[src/rtl/imm_ext_pkg.sv]
// imm_ext_pkg: shared types and constants for the immediate extension unit.
//   ext_sel_t : decoded extension-mode selector (3 bits)
//   state_t   : control states of imm_ext_unit
//   CHUNK_W   : width of one wide-immediate beat
//   FIELD_W   : width of the instruction immediate field
// Optional feature macro: IMM_EXT_WIDE_EN (adds the ACCUM state for wide immediates).
package imm_ext_pkg;

  localparam int unsigned CHUNK_W = 16;
  localparam int unsigned FIELD_W = 29;

  typedef enum logic [2:0] {
    SelZext12 = 3'b000,
    SelZext19 = 3'b001,
    SelZext29 = 3'b010,
    SelSext12 = 3'b011,
    SelSext19 = 3'b100,
    SelWide   = 3'b101,
    SelRsvd6  = 3'b110,
    SelRsvd7  = 3'b111
  } ext_sel_t;

  typedef enum logic [1:0] {
    StIdle  = 2'd0,
`ifdef IMM_EXT_WIDE_EN
    StAccum = 2'd1,
`endif
    StHold  = 2'd2
  } state_t;

endpackage

[src/rtl/imm_ext_decode.sv]
// imm_ext_decode: combinational single-field immediate extension.
//   value        : instruction immediate field (FIELD_W bits)
//   ext_selector : extension mode
//   result       : N-bit extended value; the wide mode and reserved codes yield 0
module imm_ext_decode
  import imm_ext_pkg::*;
#(
  parameter int unsigned N = 64
) (
  input  logic [FIELD_W-1:0] value,
  input  logic [2:0]         ext_selector,
  output logic [N-1:0]       result
);

  always_comb begin
    result = '0;
    case (ext_sel_t'(ext_selector))
      SelZext12: result = {{(N - 12){1'b0}}, value[13:2]};
      SelZext19: result = {{(N - 19){1'b0}}, value[18:0]};
      SelZext29: result = {{(N - 29){1'b0}}, value[28:0]};
      SelSext12: result = {{(N - 12){value[13]}}, value[13:2]};
      SelSext19: result = {{(N - 19){value[18]}}, value[18:0]};
      default:   result = '0;
    endcase
  end

endmodule

[src/rtl/imm_ext_unit.sv]
// imm_ext_unit: registered immediate extension with optional wide-immediate accumulation.
// Ports:
//   clk, rst                 : clock, synchronous active-high reset
//   in_valid / in_ready      : request handshake (ready in IDLE and ACCUM)
//   value, ext_selector, last: immediate field, mode, final wide beat marker
//   flush                    : abort current operation, return to IDLE
//   out_valid / out_ready    : result handshake (valid in HOLD)
//   extended, overflow       : N-bit result, wide immediate exceeded N bits
// Optional feature macro: IMM_EXT_WIDE_EN. When undefined, selector 101 is reserved
// (result 0), there is no ACCUM state/accumulator/beat counter and overflow is tied to 0.
module imm_ext_unit
  import imm_ext_pkg::*;
#(
  parameter int unsigned N = 64
) (
  input  logic               clk,
  input  logic               rst,
  input  logic               in_valid,
  output logic               in_ready,
  input  logic [FIELD_W-1:0] value,
  input  logic [2:0]         ext_selector,
  input  logic               last,
  input  logic               flush,
  output logic               out_valid,
  input  logic               out_ready,
  output logic [N-1:0]       extended,
  output logic               overflow
);

  state_t         state_q, state_d;
  logic [N-1:0]   dec_result;
  logic [N-1:0]   ext_q, ext_d;
  logic           accept;
  logic           is_wide;

  imm_ext_decode #(
    .N(N)
  ) u_decode (
    .value        (value),
    .ext_selector (ext_selector),
    .result       (dec_result)
  );

  // Flush wins over in_valid: nothing is accepted on a flush cycle.
  assign accept = in_valid & in_ready & ~flush;

`ifdef IMM_EXT_WIDE_EN
  localparam int unsigned   CNT_W    = $clog2(N / CHUNK_W) + 1;
  localparam logic [CNT_W-1:0] BeatsMax = CNT_W'(N / CHUNK_W);

  logic [N-1:0]     acc_q, acc_d, acc_next;
  logic [CNT_W-1:0] cnt_q, cnt_d, cnt_next;
  logic             ovf_q, ovf_d;

  assign is_wide  = (ext_sel_t'(ext_selector) == SelWide);
  // Older chunks fall off the top once more than N/16 beats arrive.
  assign acc_next = {acc_q[N-CHUNK_W-1:0], value[CHUNK_W-1:0]};
  // Saturate so a long burst keeps reporting overflow.
  assign cnt_next = (cnt_q == '1) ? cnt_q : cnt_q + CNT_W'(1);
`else
  logic unused_last;
  assign unused_last = last;
  assign is_wide     = 1'b0;
`endif

  // State register
  always_ff @(posedge clk) begin
    if (rst) begin
      state_q <= StIdle;
    end else begin
      state_q <= state_d;
    end
  end

  // Next-state logic
  always_comb begin
    state_d = state_q;
    case (state_q)
      StHold: begin
        if (out_ready) state_d = StIdle;
      end
      default: begin
        if (accept) begin
          state_d = StHold;
`ifdef IMM_EXT_WIDE_EN
          if (is_wide && !last) state_d = StAccum;
`endif
        end
      end
    endcase
    if (flush) state_d = StIdle;
  end

  // Datapath next-state
  always_comb begin
    ext_d = ext_q;
    if (accept && !is_wide) ext_d = dec_result;
`ifdef IMM_EXT_WIDE_EN
    ovf_d = ovf_q;
    acc_d = acc_q;
    cnt_d = cnt_q;
    if (accept) begin
      if (is_wide) begin
        acc_d = acc_next;
        cnt_d = cnt_next;
        if (last) begin
          ext_d = acc_next;
          ovf_d = (cnt_next > BeatsMax);
          acc_d = '0;
          cnt_d = '0;
        end
      end else begin
        // A non-wide request terminates any pending accumulation.
        ovf_d = 1'b0;
        acc_d = '0;
        cnt_d = '0;
      end
    end
    if (flush) begin
      acc_d = '0;
      cnt_d = '0;
    end
`endif
  end

  // Datapath registers
  always_ff @(posedge clk) begin
    if (rst) begin
      ext_q <= '0;
`ifdef IMM_EXT_WIDE_EN
      ovf_q <= 1'b0;
      acc_q <= '0;
      cnt_q <= '0;
`endif
    end else begin
      ext_q <= ext_d;
`ifdef IMM_EXT_WIDE_EN
      ovf_q <= ovf_d;
      acc_q <= acc_d;
      cnt_q <= cnt_d;
`endif
    end
  end

  // Outputs
  always_comb begin
    in_ready  = (state_q != StHold);
    out_valid = (state_q == StHold);
    extended  = ext_q;
`ifdef IMM_EXT_WIDE_EN
    overflow  = ovf_q;
`else
    overflow  = 1'b0;
`endif
  end

endmodule

[config.mk]
export PLATFORM = sky130hd
export DESIGN_NAME = imm_ext_unit
export DESIGN_NICKNAME = d
export VERILOG_FILES = /design/src/rtl/imm_ext_pkg.sv /design/src/rtl/imm_ext_decode.sv /design/src/rtl/imm_ext_unit.sv
export SDC_FILE = /design/constraint.sdc
export NUM_CORES = 1
export LEC_CHECK = 0
export CORE_ASPECT_RATIO = 0.9
export CORE_MARGIN = 3
export CORE_UTILIZATION = 44
export DETAILED_ROUTE_END_ITERATION = 8
export GPL_TIMING_DRIVEN = 0
export PLACE_DENSITY_LB_ADDON = 0.25
export SYNTH_ARGS = -nofsm -noshare
export SYNTH_HDL_FRONTEND = slang
export SYNTH_SLANG_ARGS = --single-unit
[constraint.sdc]
create_clock -name clk -period 3.61 [get_ports clk]
set_clock_uncertainty 0.1 [all_clocks]
set_input_delay 0.9025 -clock clk [delete_from_list [all_inputs] [get_ports clk]]
set_output_delay 0.9025 -clock clk [all_outputs]
set_load 0.02 [all_outputs]
==> results of run 1 <==
==> flip-flops by register name (all words and copies together) (netlist names) <==
name      cells
extended     30
state_q       1
==> kinds of logic (layout without fill, tap and decap cells) <==
family,Yosys count,in the layout,share of synthesized area
AO/OA/AOI/OAI,62,62,0.246
XOR/XNOR,1,1,0.0132
buffers and inverters,56,164,0.191
flip-flops,31,31,0.296
multiplexers,17,17,0.0813
other,1,1,0.00179
AND/OR/NAND/NOR,65,65,0.171
==> stage by stage <==
step / hold slack (ns) / power (mW)
global route: 0.406 / 1.00
finish: 0.376 / 0.964
detailed placement: 0.364 / 0.612
global placement: 0.340 / 0.609
CTS: 0.380 / 0.968
floorplan: 0.429 / 0.507
==> how the worst max path moves through the flow <==
stage	startpoint	end	slack [ns]	depth (start not counted)
finish	extended[62]	extended[40]	0.43	2
global route	extended[62]	extended[40]	0.30	2
CTS	extended[62]	extended[40]	0.41	2
detailed placement	extended[62]	extended[40]	0.72	2
global placement	extended[62]	extended[45]	0.75	2
floorplan	extended[62]	extended[30]	1.36	1
==> placed cells by master, fill, tap and decap left out, types with 2 or more instances in the layout <==
cell / instances
nand2_1: 29
nor2b_1: 14
nor3b_4: 3
clkbuf_8: 6
clkbuf_1: 7
nand3_1: 10
a22oi_1: 17
a21oi_1: 8
mux2i_1: 17
buf_4: 37
a211o_1: 5
nor2_1: 3
buf_6: 6
dfxtp_1: 31
buf_2: 4
clkdlybuf4s50_1: 100
a221oi_1: 8
inv_1: 2
a31oi_1: 11
a221oi_2: 9
==> layout make-up <==
cell class	instances	area, µm²	share of cell area
Multi-Input combinational cell	146	1070	0.326
Clock inverter	2	35.0	0.0107
Tap cell	62	77.6	0.0236
Timing Repair Buffer	100	1000	0.304
Sequential cell	31	621	0.189
Buffer	54	392	0.119
Clock buffer	6	82.6	0.0251
Inverter	2	7.51	0.00228
==> layer usage <==
layer | share of wire | wire (µm)
met2 | 0.51 | 3050
met5 | 0 | 0
met1 | 0.43 | 2620
met3 | 0.050 | 300
met4 | 0.011 | 65
==> worst max-delay path: cells and delay by family (launching register included) <==
family   cells  cell delay (ns)
flops        1             1.03
buf+inv      2             0.86
==> power groups by stage <==
stage	clock network (mW)	registers, mW	logic (mW)
3_3_place_gp	0	0.368	0.241
3_5_place_dp	0	0.368	0.243
4_1_cts	0.362	0.361	0.245
5_1_grt	0.377	0.362	0.262
6_report	0.360	0.361	0.244
2_1_floorplan	0	0.379	0.127
==> results.md, run 1 <==
* Count of yosys warnings during synthesis at 0
* Post-synthesis cell count at between 200 and 250
* Quantity of gates resized following cts at 0
* Starting density of the core at 0.463
* Slowest stage cell on the critical path: dfxtp_1
* Global-route wire length before repair at roughly 10000 µm
* Cells after DPL at about 400
* Clock transition at path regs at approximately 0.070 ns
* Final critical-path required period at about 3.2 ns
* Finished Core Util at 0.728
* Total negative slack for setup checks at 0 ns
* Max incr delay on CP at about 1.0 ns
* Power density cells at ~290 mW/mm²
* Final worst path period share at 0.880
* Number of hold-slack violations in the final timing report at 0
* Number of cells traversed by the worst register-to-register path at 4
* Cells along the critical path: buf_4 > clkdlybuf4s50_1
* Required time worst endpoint at around 2.6 ns
* Synthesized flop and latch total at 31
* Number of pins with negative max-slew slack in the final report at 0
* Status: complete, no violations
* GR Util All Layers at 0.217
* Antenna violations before repair at 0
* Count of fill cells added during filler insertion at 360
* Switching Fraction at 0.273
* Worst slack at placement at 0.718 ns
* Type of the worst min-delay path: reg -> reg
* Clock latency on the worst-skew pair at roughly 0.28 ns
* Library cell used as clock root buffer: clkbuf_8
* Async S/R FF share, synth at 0
* Worst slew margin relative to its limit at 0.287
* Biggest area consumer among synthesized cells: dfxtp_1
* Number of endpoints failing setup at the final stage at 0
* HP Start: extended[13]
* Post-layout net count at between 300 and 400
* Remaining antenna violation count after routing at 0
* Via count of the first global-routing pass at ~2100
* TritonCTS clock tree: built
* Average wire length per cell after detail routing at around 15 µm
* Total half-perimeter wirelength after legalization and detailed placement at about 4500 µm
* Register-to-register path setup slack at slightly below 2 ns
* Met2 Track Usage GR at 0.375
* Endpoint type of the worst setup path: output port
* Reg2Reg Capture Point: extended[23]
* Post-DR vias/cell at between 5 and 6
* Highest net fanout along the worst path at 36
* Hold Buf Count CTS at 0
* Internal power component at roughly 0.7 mW
* Fraction of synthesized cell area taken by the top area cell type at 0.296
* Combinational Power Share at 0.253
* IR drop worst, VDD at 0.252 mV
* Dominant cell by count in the synthesized netlist: buf_4
* Routing layer with the top usage in global route: met2
* Htree depth at 2
* Buffer levels on the longest clock path at 2
* Worst-Margin Slew at 1.07 ns
* Relative contribution of the clock network to total power at 0.373
* Die extent in x at 78.7 µm
* Number of sinks driven by the clock tree at 31
* P_sw at around 0.26 mW
* Critical Path Start Type: register
* Post-synth top flop: dfxtp_1
* Power share of the sequential group at 0.374
* Global placement routability congestion at about 0.8
* Slack of the critical path at about 0.43 ns
* Sum of routed wire length over all layers at between 6000 and 7000 µm
* Average size of a mapped cell at 8.98 µm²
* Top post-synthesis cells by area: dfxtp_1 30%, buf_4 13%, mux2i_1 8.1%
* Post CTS Setup Buffer Count at 0
* Number of diodes at 0
* 1st-iter DRT viols at around 110
* Port buffer count at 100
* Number of cells on the worst hold path at 2
* Commonest cells post-synth: 37 x buf_4, 31 x dfxtp_1, 29 x nand2_1, 17 x a22oi_1, 17 x mux2i_1
* Post-synth EDFFs at 0
* Met3 GRT Util at 0.0503
* Hold-critical path endpoint: extended[13]
* Area of the placeable core at roughly 0.0045 mm²
* Post-synthesis cell area at about 0.0021 mm²
* Worst Path Arrival at between 2 and 2.5 ns
* Dpl cell area at approximately 0.0032 mm²
* Register area share after synthesis at 0.296
* Count of distinct cell types in the synthesized netlist at 30
* Fraction of layout cells with a size suffix above 1 at 0.202
* Die outline area at about 0.0056 mm²
* Total of max-cap violations at 0
* Detailed-route DRC error count at 0
* Critical setup path kind: reg -> out
* GRT met1 Usage at 0.269
* Via count of the routed design at between 2000 and 2500
* Launch instance of the worst register-to-register path: state_q[1]
* P_leak at 1.21 nW
* Number of detailed-route iterations in the first pass at 4
* Layout Cells excl Fill at 403
* Die extent in y at slightly above 70 µm
* Setup repair after global routing missed its margin: no
* Total congestion overflow after global routing at 0
* I/O pin cnt at 105
* Number of buffers created by CTS at 5
* Largest net degree at the start of global routing at 37
* Relative area change from synthesis to final layout at 57.1%
* Mapped Nets at approximately 270
* Timing-limited maximum frequency at 315 MHz
* Final non-filler cell area at approximately 0.0033 mm²
* Number of cell rows at 23
Note: power is estimated with default switching activity, not from simulation.
==> run 2: changes to the inputs <==
Settings changed: CORE_ASPECT_RATIO 0.9 to 0.6, CORE_UTILIZATION 44 to 40, RECOVER_POWER from default to 25.
==> run 2 against run 1 <==
Effect of this change: routed wire length up 0.40%; largest power group unchanged; critical path depth stayed put; clock power fell by 2%; design area fell by 0.11%.
==> results.md, run 2 (synthesis results as in run 1) <==
* Status: complete, no violations (unchanged)
* Via count of the routed design at 2077 (was 2074)
* Antenna violations before repair at 0 (unchanged)
* Critical setup path kind: reg -> out (unchanged)
* Most common library cell in the layout ignoring fill and taps: clkdlybuf4s50_1 (unchanged)
* Worst hold margin at 0.351 ns (was 0.376 ns)
* Port buffer count at 100 (unchanged)
* Power density cells at 291 mW/mm² (was 293 mW/mm²)
* 1st-iter DRT viols at 106 (was 107)
* Worst setup startpoint: extended[62] (unchanged)
* Worst-Margin Slew at 1.08 ns (was 1.07 ns)
* Number of cell rows at 19 (was 23)
* Die outline area at 0.00617 mm² (was 0.00562 mm²)
* TritonCTS clock tree: built (unchanged)
* Worst slack at placement at 0.712 ns (was 0.718 ns)
* Detailed-route DRC error count at 0 (unchanged)
* Htree depth at 2 (unchanged)
* Required time worst endpoint at 2.61 ns (about the same)
* Die extent in y at 62.0 µm (was 71.4 µm)
* Number of buffers created by CTS at 5 (unchanged)
* Largest net degree at the start of global routing at 37 (unchanged)
* IR drop worst, VDD at 0.221 mV (was 0.252 mV)
* Timing-limited maximum frequency at 313 MHz (was 315 MHz)
* Setup repair after global routing missed its margin: no (unchanged)
* Highest net fanout along the worst path at 36 (unchanged)
* Number of pins with negative max-slew slack in the final report at 0 (unchanged)
* Hold Buf Count CTS at 0 (unchanged)
* Final worst path period share at 0.886 (was 0.880)
* Endpoint type of the worst setup path: output port (unchanged)
* Reg2Reg Capture Point: extended[11] (was extended[23])
* Total of max-cap violations at 0 (unchanged)
* Type of the worst min-delay path: reg -> reg (unchanged)
* Buffer levels on the longest clock path at 2 (unchanged)
* Number of cells on the worst hold path at 2 (unchanged)
* Number of sinks driven by the clock tree at 31 (unchanged)
* Post-DR vias/cell at 5.14 (was 5.15)
* Number of cells traversed by the worst register-to-register path at 4 (unchanged)
* GR Util All Layers at 0.196 (was 0.217)
* Final critical-path required period at 3.20 ns (was 3.18 ns)
* Register-to-register path setup slack at 1.97 ns (about the same)
* Fraction of layout cells with a size suffix above 1 at 0.202 (unchanged)
* Number of endpoints failing setup at the final stage at 0 (unchanged)
* Starting density of the core at 0.436 (was 0.463)
* Global-route wire length before repair at 9600 µm (was 9870 µm)
* I/O pin cnt at 105 (unchanged)
* Number of diodes at 0 (unchanged)
* Hold-critical path endpoint: extended[13] (unchanged)
* Max FFs per register at 30 (unchanged)
* Relative area change from synthesis to final layout at 57.0% (was 57.1%)
* Quantity of gates resized following cts at 0 (unchanged)
* Post CTS Setup Buffer Count at 0 (unchanged)
* Library cell used as clock root buffer: clkbuf_8 (unchanged)
* Area of the placeable core at 0.00480 mm² (was 0.00452 mm²)
* Launch instance of the worst register-to-register path: state_q[1] (unchanged)
* Critical Path Start Type: register (unchanged)
* Worst slew margin relative to its limit at 0.279 (was 0.287)
* Slack of the critical path at 0.411 ns (was 0.434 ns)
* Clock latency on the worst-skew pair at 0.29 ns (was 0.28 ns)
* Total negative slack for setup checks at 0 ns (unchanged)
* HP Start: extended[13] (unchanged)
* Worst Path Arrival at 2.20 ns (was 2.17 ns)
* P_leak at 1.28 nW (was 1.21 nW)
* Post-layout net count at 378 (unchanged)
* Remaining antenna violation count after routing at 0 (unchanged)
* Number of detailed-route iterations in the first pass at 4 (unchanged)
* Average wire length per cell after detail routing at 15.0 µm (about the same)
* Sum of routed wire length over all layers at 6060 µm (was 6040 µm)
* Die extent in x at 99.4 µm (was 78.7 µm)
* Leading cell types in the layout, fill and taps excluded: 76 x clkdlybuf4s50_1, 37 x buf_4, 31 x dfxtp_1, 29 x nand2_1, 24 x dlygate4sd3_1 (was 100 x clkdlybuf4s50_1, 37 x buf_4, 31 x dfxtp_1, 29 x nand2_1)
* Clock transition at path regs at 0.07 ns (about the same)
* Total half-perimeter wirelength after legalization and detailed placement at 4520 µm (was 4450 µm)
* Global placement routability congestion at 0.776 (was 0.785)
* Via count of the first global-routing pass at 1911 (was 2058)
* Total congestion overflow after global routing at 0 (unchanged)
* Number of hold-slack violations in the final timing report at 0 (unchanged)
==> run 2: changes by cell type in the layout (fill, tap and decap cells not counted), sizes merged <==
cell / before / now
dlygate4sd3: 0 / 24
clkbuf: 13 / 12
clkinv: 1 / 2
clkdlybuf4s50: 100 / 76
==> run 2: final cells by class <==
cell class	instances	area, µm²
Timing Repair Buffer	100	1000
Sequential cell	31	621
Multi-Input combinational cell	146	1070
Buffer	54	392
Inverter	2	7.51
Clock buffer	5	68.8
Tap cell	63	78.8
Clock inverter	3	43.8
Fill cell	400	1520
==> run 2: per-stage QoR <==
stage / util / area, µm² / std cells / power, mW
after CTS: 0.684 / 3290 / 404 / 0.960
after detailed placement: 0.661 / 3170 / 396 / 0.612
after global placement: 0.661 / 3170 / 396 / 0.610
final: 0.684 / 3290 / 404 / 0.955
after floorplan: - / 2090 / 233 / 0.507
after global routing: 0.684 / 3290 / 404 / 0.993
==> run 2: power by group <==
part	total, mW	internal (mW)	switching, mW
Combinational	0.242	0.123	0.119
Sequential	0.360	0.352	0.00866
Clock	0.353	0.206	0.147
==> run 2: how the worst max path moves through the flow <==
stage / endpoint / slack [ns] / cells past startpoint
after floorplan: extended[30] / 1.36 / 1
after global placement: extended[42] / 0.76 / 2
after detailed placement: extended[42] / 0.71 / 2
after CTS: extended[42] / 0.37 / 2
after global routing: extended[42] / 0.25 / 2
final: extended[42] / 0.41 / 2
==> run 2: per-layer routing <==
layer	global-route usage	wire, µm
met1	0.285	2870
met2	0.292	2590
met3	0.0647	579
met4	0.0175	15
met5	0	0
==> run 2: critical path, stage by stage (launching register included) <==
cell and delay (ns):
dfxtp_1 1.04, buf_4 0.24, clkdlybuf4s50_1 0.62
==> run 3: changes to the inputs <==
Settings changed: CORE_MARGIN 3 to default.
==> run 3 against run 2 <==
Effect of this change: worst setup slack got worse by 0.012 ns; total power barely moved; design area stayed put; die area shrank 10%; register-to-register slack about the same; sequential share of layout area did not move; critical path depth stayed put; critical endpoint is now extended[34]; first-iteration DRC count is 47% higher; worst hold slack better by 0.0052 ns; sequential power is essentially flat.
==> results.md, run 3 (synthesis results as in run 1) <==
* Status: complete, no violations (unchanged)
* Final critical-path required period at 3.21 ns (was 3.20 ns)
* Setup repair after global routing missed its margin: no (unchanged)
* Bufs and invs on worst path at 2 (unchanged)
* Area of the placeable core at 0.00480 mm² (unchanged)
* Total negative slack for setup checks at 0 ns (unchanged)
* Number of gates on the worst path with buffers counted at 2 (unchanged)
* Slowest stage cell on the critical path: dfxtp_1 (unchanged)
* Worst slew margin relative to its limit at 0.253 (was 0.279)
* Port buffer count at 100 (unchanged)
* Clock latency on the worst-skew pair at 0.29 ns (about the same)
* Most common library cell in the layout ignoring fill and taps: clkdlybuf4s50_1 (unchanged)
* Max incr delay on CP at 1.06 ns (was 1.04 ns)
* Largest net degree at the start of global routing at 37 (unchanged)
* Quantity of gates resized following cts at 0 (unchanged)
* Average wire length per cell after detail routing at 15.1 µm (was 15.0 µm)
* Relative area change from synthesis to final layout at 57.0% (unchanged)
* Timing-limited maximum frequency at 311 MHz (was 313 MHz)
* Global-route wire length before repair at 9330 µm (was 9600 µm)
* Total of max-cap violations at 0 (unchanged)
* Starting density of the core at 0.436 (unchanged)
* Post-DR vias/cell at 5.22 (was 5.14)
* Number of pins with negative max-slew slack in the final report at 0 (unchanged)
* Die extent in y at 58.0 µm (was 62.0 µm)
* Sum of routed wire length over all layers at 6090 µm (was 6060 µm)
* Via count of the first global-routing pass at 1803 (was 1911)
* Post-layout net count at 378 (unchanged)
* Endpoint type of the worst setup path: output port (unchanged)
* Finished Core Util at 0.684 (unchanged)
* Type of the worst min-delay path: reg -> reg (unchanged)
* Library cell used as clock root buffer: clkbuf_8 (unchanged)
* Required time worst endpoint at 2.61 ns (about the same)
* Worst-Margin Slew at 1.12 ns (was 1.08 ns)
* Antenna violations before repair at 0 (unchanged)
* Critical Path Start Type: register (unchanged)
* Remaining antenna violation count after routing at 0 (unchanged)
* I/O pin cnt at 105 (unchanged)
* Htree depth at 2 (unchanged)
* CP delay by family, top: flip-flops (unchanged)
* Number of sinks driven by the clock tree at 31 (unchanged)
* TritonCTS clock tree: built (unchanged)
* Buffer levels on the longest clock path at 2 (unchanged)
* Final worst path period share at 0.889 (was 0.886)
* Max FFs per register at 30 (unchanged)
* Global placement routability congestion at 0.755 (was 0.776)
* Fraction of layout cells with a size suffix above 1 at 0.202 (unchanged)
* Number of cells on the worst hold path at 2 (unchanged)
* Number of hold-slack violations in the final timing report at 0 (unchanged)
* Total half-perimeter wirelength after legalization and detailed placement at 4450 µm (was 4520 µm)
* Highest net fanout along the worst path at 36 (unchanged)
* Power density cells at 291 mW/mm² (about the same)
* Number of buffers created by CTS at 5 (unchanged)
* Number of diodes at 0 (unchanged)
* Total congestion overflow after global routing at 0 (unchanged)
* Number of cells traversed by the worst register-to-register path at 4 (unchanged)
* Number of detailed-route iterations in the first pass at 5 (was 4)
* Cells along the critical path: buf_4 > clkdlybuf4s50_1 (unchanged)
* GR Util All Layers at 0.220 (was 0.196)
* Hold Buf Count CTS at 0 (unchanged)
* Clock transition at path regs at 0.07 ns (about the same)
* IR drop worst, VDD at 0.187 mV (was 0.221 mV)
* P_leak at 1.28 nW (about the same)
* Leading cell types in the layout, fill and taps excluded: 76 x clkdlybuf4s50_1, 37 x buf_4, 31 x dfxtp_1, 29 x nand2_1, 24 x dlygate4sd3_1 (unchanged)
* Detailed-route DRC error count at 0 (unchanged)
* Worst Path Arrival at 2.21 ns (was 2.20 ns)
* Die extent in x at 95.4 µm (was 99.4 µm)
* Post CTS Setup Buffer Count at 0 (unchanged)
* Via count of the routed design at 2108 (was 2077)
* Number of endpoints failing setup at the final stage at 0 (unchanged)
* Critical setup path kind: reg -> out (unchanged)
* Die outline area at 0.00554 mm² (was 0.00617 mm²)
* Number of cell rows at 19 (unchanged)
* 1st-iter DRT viols at 156 (was 106)
## run 3: final cells by class
class / count / area, µm²
inverters: 2 / 7.51
well taps: 63 / 78.8
repair buffers: 100 / 1000
multi-input cells: 146 / 1070
clock inverters: 3 / 43.8
flip-flops and latches: 31 / 621
plain buffers: 54 / 392
fillers: 421 / 1520
clock buffers: 5 / 68.8
## run 3: per-stage QoR
step | hold slack [ns] | cell area [µm²] | setup WS [ns] | cells | power (mW)
3_3_place_gp | 0.340 | 3170 | 0.756 | 396 | 0.610
5_1_grt | 0.381 | 3290 | 0.211 | 404 | 0.997
6_report | 0.356 | 3290 | 0.399 | 404 | 0.955
3_5_place_dp | 0.352 | 3170 | 0.706 | 396 | 0.613
4_1_cts | 0.361 | 3290 | 0.374 | 404 | 0.964
2_1_floorplan | 0.429 | 2090 | 1.36 | 233 | 0.507
## run 3: worst reg2reg max path: stages (launching register included)
cell and delay (ns):
dfxtp_1 0.37, nor3b_4 0.34, clkbuf_1 0.44, nand3_1 0.15, a31oi_1 0.18
## run 3: power breakdown
| part | switching, mW | total, mW | internal (mW) |
|---|---|---|---|
| Sequential | 0.00893 | 0.361 | 0.352 |
| Clock | 0.146 | 0.351 | 0.205 |
| Combinational | 0.120 | 0.244 | 0.123 |
## run 3: metal layers
metal	global-route usage	wire length [µm]
met1	0.343	3080
met2	0.300	2480
met3	0.0577	507
met4	0.0384	24
met5	0	0
## run 3: path summary, 6_finish.rpt
| kind | endpoint | slack [ns] | startpoint |
|---|---|---|---|
| min | extended[13] | 0.36 | extended[13] |
| max | extended[34] | 0.40 | extended[62] |
| max reg2reg | extended[22] | 1.96 | state_q[1] |
| min reg2reg | extended[13] | 0.36 | extended[13] |
